--- src/rtl/wb_data_src_reg.sv ---
// Registered write-back data-source mux: picks one of NUM_SRC sources, extracts a
// byte/half/word lane, sign/zero-extends it and registers it with valid and error flags.
module wb_data_src_reg #(
  parameter int DATA_WIDTH = 32,
  parameter int NUM_SRC    = 4,
  parameter int SEL_WIDTH  = 2
) (
  input  logic                          clk,
  input  logic                          reset,
  input  logic [SEL_WIDTH-1:0]          sel,
  input  logic [NUM_SRC*DATA_WIDTH-1:0] src_data,
  input  logic [1:0]                    size_mode,
  input  logic                          sign_ext,
  input  logic [1:0]                    byte_off,
  input  logic                          in_valid,
  input  logic                          stall,
  output logic [DATA_WIDTH-1:0]         out_data,
  output logic                          out_valid,
  output logic                          err
);

  logic                  sel_ok_s;
  logic [DATA_WIDTH-1:0] src_s;
  logic [15:0]           half_s;
  logic [7:0]            byte_s;
  logic [DATA_WIDTH-1:0] lane_s;
  logic                  zero_s;
  logic                  err_s;

  // Source select, lane extraction, extension and legality of the current request
  always_comb begin
    sel_ok_s = (32'(sel) < 32'(NUM_SRC));
    if (sel_ok_s) begin
      src_s = src_data[32'(sel)*DATA_WIDTH +: DATA_WIDTH];
    end else begin
      src_s = '0;
    end

    half_s = byte_off[1] ? src_s[31:16] : src_s[15:0];
    case (byte_off)
      2'd0:    byte_s = src_s[7:0];
      2'd1:    byte_s = src_s[15:8];
      2'd2:    byte_s = src_s[23:16];
      2'd3:    byte_s = src_s[31:24];
      default: byte_s = src_s[7:0];
    endcase

    lane_s = src_s;
    zero_s = 1'b0;
    err_s  = 1'b0;
    case (size_mode)
      2'b00: lane_s = src_s;
      2'b01: begin
        lane_s = {{(DATA_WIDTH-16){sign_ext & half_s[15]}}, half_s};
        zero_s = byte_off[0];
        err_s  = byte_off[0];
      end
      2'b10: lane_s = {{(DATA_WIDTH-8){sign_ext & byte_s[7]}}, byte_s};
      default: begin
        // reserved size still forwards the word, only flags the error
        lane_s = src_s;
        err_s  = 1'b1;
      end
    endcase
    zero_s = zero_s | ~sel_ok_s;
    err_s  = err_s  | ~sel_ok_s;
  end

  // Output registers: reset > stall > in_valid
  always_ff @(posedge clk or negedge reset) begin
    if (!reset) begin
      out_data  <= '0;
      out_valid <= 1'b0;
      err       <= 1'b0;
    end else if (stall) begin
      out_data  <= out_data;
      out_valid <= out_valid;
      err       <= err;
    end else if (in_valid) begin
      out_data  <= zero_s ? '0 : lane_s;
      out_valid <= 1'b1;
      err       <= err_s;
    end else begin
      out_data  <= out_data;
      out_valid <= 1'b0;
      err       <= 1'b0;
    end
  end

endmodule

--- config.mk ---
export PLATFORM = sky130hd
export DESIGN_NAME = wb_data_src_reg
export DESIGN_NICKNAME = d
export VERILOG_FILES = /design/src/rtl/wb_data_src_reg.sv
export SDC_FILE = /design/constraint.sdc
export NUM_CORES = 1
export LEC_CHECK = 0
export CAP_MARGIN = 20
export CELL_PAD_IN_SITES_DETAIL_PLACEMENT = 0
export CELL_PAD_IN_SITES_GLOBAL_PLACEMENT = 1
export CORE_MARGIN = 2
export CORE_UTILIZATION = 28
export DETAILED_ROUTE_END_ITERATION = 10
export PLACE_DENSITY_LB_ADDON = 0.1
export SLEW_MARGIN = 40
export SYNTH_ARGS = -nofsm -noshare
export SYNTH_HDL_FRONTEND = slang
export SYNTH_SLANG_ARGS = --single-unit
--- constraint.sdc ---
create_clock -name clk -period 1.1 [get_ports clk]
set_input_delay 0.22 -clock clk [delete_from_list [all_inputs] [get_ports clk]]
set_output_delay 0.22 -clock clk [all_outputs]
set_load 0.05 [all_outputs]
* Yosys cells after proc, flatten, opt, wreduce, memory -nomap -nowiden
Cells that the tools add are included.
Cells by class: bitwise gates (word level) 3, shift-type cells 1, equal/unequal tests 5, reduce and logical (&&, ||, !) cells 4, multiplexer cells 8
Operators by type and width (count):
- 128-bit by 8-bit indexed part select with 32-bit output | 1
- 32-bit case mux with 2 select lines | 1
- 32-bit 2-to-1 mux | 1
- 8-bit case mux with 4 select lines | 1
- 16-bit 2-to-1 mux | 1
- 2-bit equality test, second input constant | 3
- 2-bit by 1-bit equality test with 1-bit output, second input constant | 2
- 2-bit logical NOT | 2
- 1-bit 2-to-1 mux | 3
- 1-bit AND | 2
- 1-bit case mux with 2 select lines | 1
- 2-bit AND reduction | 1
- 2-bit OR reduction | 1
- 1-bit NOT | 1
Storage, ports and cells: word-level logic and storage cells 24, input port bits 139, output and inout bits 34, flip-flop bits (word level) 34

* Depth between registers and ports, before layout
Gate-level depths: netlist of the first run.
depth after elaboration 5, depth in mapped cells 9, gate-level depth less buffers 7

* Least setup slack after synthesis of the first run
Ideal clock, no wire load.
path kind input to register, start input port sel[0], end register out_data[3], library setup time 0.125 ns, stages on the path 7, slack -0.733 ns, path buffers 3, data arrival time 1.709 ns, required time 0.975 ns, path through buf_6 buf_12 buf_12 mux2_4 mux4_2 a311oi_1 o21ai_1
On the way: longest elaborated chain between the ends 4, elaborated cells on any way between the ends 5, those cells by class shift (1); mux (4)
Ends and longest elaborated chain:
- from (decl) | line 10 | input logic [SEL_WIDTH-1:0] sel,
- 128-bit by 8-bit indexed part select with 32-bit output * | line 34 | src_s = src_data[32'(sel)*DATA_WIDTH +: DATA_WIDTH];
- 8-bit case mux with 4 select lines / 16-bit 2-to-1 mux (equally long branches) | line 40, 39
- 32-bit case mux with 2 select lines * | line 51 | case (size_mode)
- 32-bit 2-to-1 mux * | line 80 | out_data <= zero_s ? '0 : lane_s;
- to (signal assigned) | line 76 | out_data <= out_data;
- to (signal assigned) | line 80
- to (signal assigned) | line 84 | out_data <= out_data;
- to (decl) | line 17 | output logic [DATA_WIDTH-1:0] out_data,
Every way passes the cells marked *; elsewhere a longest branch is shown, timed or not. A chain may end at the register's enable or synchronous reset.

* Worst setup path in the final report of the first run
start input port sel[0], end register out_data[13]
On the way: longest elaborated chain between the ends 5, elaborated cells on any way between the ends 6, those cells by class shift (1); mux (4); bitwise (1)
Ends and longest elaborated chain:
- 128-bit by 8-bit indexed part select with 32-bit output * | line 34
- 8-bit case mux with 4 select lines | line 40 | case (byte_off)
- 1-bit AND | line 58 | 2'b10: lane_s = {{(DATA_WIDTH-8){sign_ext & byte_s[7]}}, byte_s};
- 32-bit case mux with 2 select lines * | line 51
- 32-bit 2-to-1 mux * | line 80
Marks and branches as above.

==> results by group, run 1 <==
Layout
  • Synth-to-Final Area Change: 102%
  • NumNets Final: roughly 670
  • Number of fillers in the final layout: 937
  • Share of cells above drive strength 1: 0.411
  • Diode count: 0

CTS
  • H-tree depth: 2
  • Latest clock arrival within the worst-skew pair: between 0.2 and 0.3 ns
  • Number of CTS-inserted buffers: 5
  • CTS tree: yes
  • Clock transition at path regs: roughly 0.070 ns
  • Maximum buffer depth of the clock tree: 2
  • Clock Root Buffer: clkbuf_8
  • CTS Sinks: 34

Placed design
  • Routability cong.: around 0.82
  • PortBufs: around 170
  • Post-Place Worst Slack: -1.07 ns
  • Post-DP HPWL: 9290 um

Global routing
  • First-pass GRT wire length: approximately 18000 um
  • Largest net degree at the start of global routing: 35
  • Antenna violations before repair: 0
  • Gr usage total: 0.202
  • Total gr overflow: 0
  • Vias in the first global route: approximately 3600

Floorplanning
  • # IOs: approximately 170
  • Starting Density: 0.284
  • Row count: 38
  • Die ar.: between 10000 and 15000 um2
  • Die Wd: 108 um
  • Placeable Area: approximately 11000 um2
  • Die Height: 108 um

Synthesis
  • Ys flop type: dfrtp_1
  • Top-count cell post-synth: nand2_1
  • Yosys warns: 0
  • Yosys top cell area share: 0.280
  • Post-synth EDFFs: 0
  • Async SR Flop Fraction: 1.00
  • Mapped Nets: between 400 and 500
  • Post-Synthesis Cells: just under 300
  • Yosys cell types: 46
  • Syn_area_per_cell: roughly 10 um2
  • Register area share after synthesis: 0.280
  • Flops & latches, synth: 34
  • Most instantiated cells after synthesis: nand2_1, dfrtp_1, a21oi_1
  • Yosys top cell by area: dfrtp_1
  • Largest cells by area after synthesis: dfrtp_1, mux4_2, mux2i_1, mux2_2, a21oi_1
  • Synth Cell Area: slightly above 3000 um2

Outcome
  • Failing checks: setup timing
  • Status: finished, violations left

Critical path
  • Setup crit start kind: input port
  • Worst EP arrival: between 1.5 and 2 ns
  • Crit path required time: 1.26 ns
  • Critical path origin: sel[0]
  • Crit-path slowest cell: mux4_2
  • Crit path max fanout: 7
  • Critical path endpoint category: flop
  • Setup CP Type: input port to flop
  • Register-to-register setup slack: about 0.040 ns
  • Critical path's largest stage delay: about 0.53 ns
  • R2r startpoint: out_data[13]
  • Crit-path cells: buf_16 > bufbuf_16 > mux2_4 > mux4_2 > a221oi_2 > a21oi_1

Timing
  • Clk_skew: 0 ns
  • Final Hold Vio Count: 0
  • Final setup violation count: 35
  • Final Max Tran Viols: 0
  • Worst-Margin Slew: between 0.3 and 0.4 ns
  • Final min period: ~1.7 ns
  • RSZ-0062 raised after global routing: yes
  • Final Cycle Share: 1.50
  • Setup slack after layout: -0.554 ns
  • Max Clk Rate: 605 MHz
  • Slew HR: 0.760

Detailed routing
  • Initial DRC count: 126
  • Drt drc: 0
  • Via density: ~5
  • Total Wirelength: 12000 um
  • Number of detailed-route iterations in the first pass: 4
  • Antenna Nets Post-Route: 0
  • Vias: between 3000 and 4000
  • Drt wl/cell: 18.0 um

Power and ir drop
  • LEAKAGE: between 2 and 3 nW
  • Clk pwr share: 0.151
  • Net Sw Frac: 0.372
  • VDD IR max: about 0.52 mV
  • PwrDens: just over 1000 nW/um2
  • Flop pwr share: 0.270
  • Total chip power: approximately 6.3 mW
  • Combinational cell fraction of total power: 0.579
  • Pint: 3.94 mW
  • Psw: approximately 2.3 mW

Worst hold path
  • Hold WC Path Type: input port to flop
  • Origin of the worst min-delay path: stall

Job
  • Max Cap Viol: 0
==> layer usage <==
| layer | track usage | vias up | share of wire | routed length [um] |
|---|---|---|---|---|
| met5 | 0 | - | 0 | 0 |
| met4 | 0.0476 | 0 | 0.019 | 233 |
| met3 | 0.0374 | 16 | 0.061 | 732 |
| met2 | 0.363 | 123 | 0.51 | 6110 |
| met1 | 0.251 | 1639 | 0.41 | 4930 |
| li1 | - | 1618 | - | - |
==> cell usage in the layout, fill, tap and decap left out, drive strengths merged, types with 2 or more instances in the layout <==
cell           instances
nor2b                  2
dfrtp                 34
o2111ai                6
a22oi                 13
a221o                  3
ha                     3
nand3                  5
a22o                   3
or2                    3
and3                   3
nor2                  14
a31oi                  3
nand2b                 3
a221oi                 6
clkdlybuf4s50        100
o31ai                  2
nand2                 35
mux2i                 26
inv                    5
dlygate4sd2           22
clkbuf                 8
a21oi                 28
mux4                  19
mux2                  22
buf                  119
o211ai                 4
a32oi                  4
dlymetal6s2s           2
a2111oi                2
o21ai                  9
a311oi                 5
==> power by group through the flow <==
stage	Sequential [mW]	Clock, mW	Combinational (mW)
2_1_floorplan	2.29	0	0.883
3_5_place_dp	1.72	0	3.37
5_1_grt	1.71	1.04	3.82
6_report	1.69	0.945	3.63
4_1_cts	1.70	0.979	3.56
3_3_place_gp	1.72	0	3.34
==> stage by stage <==
step                instance area, um2  hold WS (ns)  utilization  instances  setup TNS [ns]
floorplan                         3090       -0.0756            -        298          -18.69
global placement                  5620         0.199        0.525        639          -31.41
detailed placement                5620         0.203        0.525        639          -33.19
CTS                               6090         0.375        0.569        659          -14.92
global route                      6140         0.296        0.574        666          -16.82
finish                            6140         0.268        0.574        666          -14.68
==> sequential cells by signal, summed over array words and instances (netlist names) <==
| name | count |
|---|---|
| out_valid | 1 |
| out_data | 32 |
| err | 1 |
==> cell type report <==
type	instances	area, um2	share of cell area
multi-input combinational	232	2270	0.369
sequential	34	855	0.139
tap	140	175	0.0285
inverter	5	18.8	0.00306
clock buffer	7	86.3	0.0141
timing repair buffer	247	2730	0.445
clock inverter	1	5.00	0.000815
==> critical path, delay by kind of cell <==
kind	cells	cell delay (ns)
multiplexers	2	0.83
buffers and inverters	2	0.39
AO/OA/AOI/OAI	2	0.36
==> cells by family (layout without fill, tap and decap cells) <==
group | count (synthesis) | count (layout) | share of synthesized area
mux | 67 | 67 | 0.320
fa+ha+maj | 3 | 3 | 0.0124
simple gates | 70 | 70 | 0.103
compound gates | 92 | 92 | 0.224
flops | 34 | 34 | 0.280
buf+inv | 32 | 260 | 0.0605
==> what timing repair did <==
action	CTS	global route
cloned	4	0
endpoints found under the hold margin	34	0
setup endpoints to repair	40	58
gates resized for setup	116	16
hold buffers	1	0
pin swaps	21	14
setup buffers	7	12
==> final timing paths <==
check                      cells after the start            to
setup / recovery                               6  out_data[13]
max in group asynchronous                      3  out_data[15]
min in group asynchronous                      3  out_data[30]
hold / removal                                 3           err
setup reg to reg                               3  out_data[13]
hold reg to reg                                2   out_data[4]
No activity file was read; power rests on OpenSTA's default activity.
==> run 2: changes to the inputs <==
==> config.mk (replaced) <==
export PLATFORM = sky130hd
export DESIGN_NAME = wb_data_src_reg
export DESIGN_NICKNAME = d
export VERILOG_FILES = /design/src/rtl/wb_data_src_reg.sv
export SDC_FILE = /design/constraint.sdc
export NUM_CORES = 1
export LEC_CHECK = 0
export ABC_CLOCK_PERIOD_IN_PS = 2050
export CAP_MARGIN = 20
export CORE_MARGIN = 2
export CORE_UTILIZATION = 42
export DETAILED_ROUTE_END_ITERATION = 10
export PLACE_DENSITY = 0.87
export SLEW_MARGIN = 40
export SYNTH_ARGS = -nofsm -noshare
export SYNTH_HDL_FRONTEND = slang
export SYNTH_SLANG_ARGS = --single-unit
==> constraint.sdc (replaced) <==
create_clock -name clk -period 2.05 [get_ports clk]
set_input_delay 0.41 -clock clk [delete_from_list [all_inputs] [get_ports clk]]
set_output_delay 0.41 -clock clk [all_outputs]
set_load 0.05 [all_outputs]
==> results by group, run 2 (synthesis gave the netlist of run 1 again) <==
Power and ir drop
  • Clk pwr share: 0.241
  • Pint: about 2 mW
  • Total chip power: approximately 3.2 mW
  • Psw: 1.21 mW
  • VDD IR max: 0.391 mV
  • Combinational cell fraction of total power: 0.492
  • LEAKAGE: 2.28 nW
  • Flop pwr share: 0.267
  • Net Sw Frac: 0.376
  • PwrDens: between 500 and 600 nW/um2

CTS
  • Clock transition at path regs: approximately 0.08 ns
  • Number of CTS-inserted buffers: 5
  • Maximum buffer depth of the clock tree: 2
  • CTS tree: yes
  • CTS Sinks: 34
  • Latest clock arrival within the worst-skew pair: 0.30 ns
  • Clock Root Buffer: clkbuf_8
  • H-tree depth: 2

Critical path
  • Setup CP Type: input port to flop
  • WP buf/inv: 3
  • Critical path endpoint category: flop
  • Worst EP arrival: ~2.2 ns
  • Crit-path slowest cell: mux4_2
  • Crit-path cells: clkdlybuf4s50_1 > mux4_2 > nor2_4 > a2111oi_4 > buf_4 > a41oi_4 > buf_6 > nand2_1
  • Crit path required time: approximately 2.2 ns
  • Setup crit start kind: input port
  • Crit path max fanout: 12
  • Critical path's largest stage delay: 0.55 ns
  • Crit path max-delay family: buffers and inverters

Placed design
  • Inst Count DP: between 500 and 600
  • Routability cong.: between 0.8 and 0.9
  • Cell Area, Placed: around 5200 um2
  • PortBufs: 172
  • Post-DP HPWL: 9050 um
  • Post-Place Worst Slack: -0.455 ns

Outcome
  • Status: completed

Global routing
  • Antenna violations before repair: 0
  • Largest net degree at the start of global routing: 44
  • Gr usage total: 0.282
  • First-pass GRT wire length: around 17000 um
  • Vias in the first global route: 3726
  • Total gr overflow: 0

Timing
  • Final setup violation count: 0
  • Hold Worst Slack: approximately 0.056 ns
  • Final Max Tran Viols: 0
  • Clk_skew: 0 ns
  • Slew HR: 0.633
  • Setup TNS: 0 ns
  • Final min period: 2.01 ns
  • Max Clk Rate: a little under 500 MHz
  • Worst-Margin Slew: 0.548 ns
  • Final Cycle Share: 0.981
  • Setup slack after layout: 0.0395 ns
  • Final Hold Vio Count: 0

Layout
  • NumNets Final: roughly 650
  • Flip-flop count of the largest register after layout: 32
  • Cell Count, Final, Fillers Out: approximately 610
  • Finished Cell Area: 5420 um2
  • Final core occ: 0.759
  • Number of fillers in the final layout: 495
  • Most frequent cells in the layout: clkdlybuf4s50_1, buf_4, nand2_1
  • Diode count: 0
  • Share of cells above drive strength 1: 0.262
  • Synth-to-Final Area Change: 78.3%
  • Biggest regs: out_data (32), err (1), out_valid (1)
  • Most common cell after layout, fill and taps aside: clkdlybuf4s50_1
  • Biggest register: out_data

Floorplanning
  • Die ar.: a little under 8000 um2
  • Die Height: about 90 um
  • Starting Density: 0.426
  • Die Wd: 89.0 um
  • Row count: 31
  • Placeable Area: ~7100 um2
  • # IOs: roughly 170

Detailed routing
  • Initial DRC count: approximately 300
  • Vias: 3596
  • Drt drc: 0
  • Drt wl/cell: around 19 um
  • Via density: about 5.9
  • Number of detailed-route iterations in the first pass: 6
  • Total Wirelength: ~12000 um
  • Antenna Nets Post-Route: 0

Job
  • Max Cap Viol: 0

Worst hold path
  • Hold WC Path Type: input port to async pin
## run 2: power by group through the flow
stage	Clock [mW]	Sequential [mW]	Combinational (mW)
after floorplan	0	1.23	0.462
after global placement	0	0.861	1.50
after detailed placement	0	0.864	1.53
after CTS	0.779	0.856	1.55
after global routing	0.808	0.869	1.67
final	0.777	0.860	1.58
## run 2: final cells by class
type / instances / area (um2) / area share
inverter: 5 / 18.8 / 0.00347
timing repair buffer: 233 / 2200 / 0.406
clock inverter: 3 / 68.8 / 0.0127
tap: 99 / 124 / 0.0229
clock buffer: 5 / 68.8 / 0.0127
sequential: 34 / 851 / 0.157
multi-input combinational: 232 / 2080 / 0.385
## run 2: metal layers
metal  wire, um  vias up  GRT usage
met2       6060      235      0.522
met5          0        -          0
met1       4160     1732      0.308
met4        358        0      0.122
li1           -     1595          -
met3       1070       34     0.0646
## run 2: path summary, 6_finish.rpt
path	from	endpoint	slack, ns	cells after the start
hold reg to reg	err	err	0.49	2
setup / recovery	src_data[127]	out_data[20]	0.04	8
min in group clk	err	err	0.49	2
max in group asynchronous	reset	out_data[6]	1.66	1
setup reg to reg	out_data[12]	out_data[12]	1.10	2
hold / removal	reset	out_data[23]	0.06	1
## run 2: repair_timing
item,4_1_cts,5_1_grt
resized for setup,11,14
buffers inserted,2,2
endpoints found under the setup margin,26,20
pin swaps,1,3
hold buffers,0,0
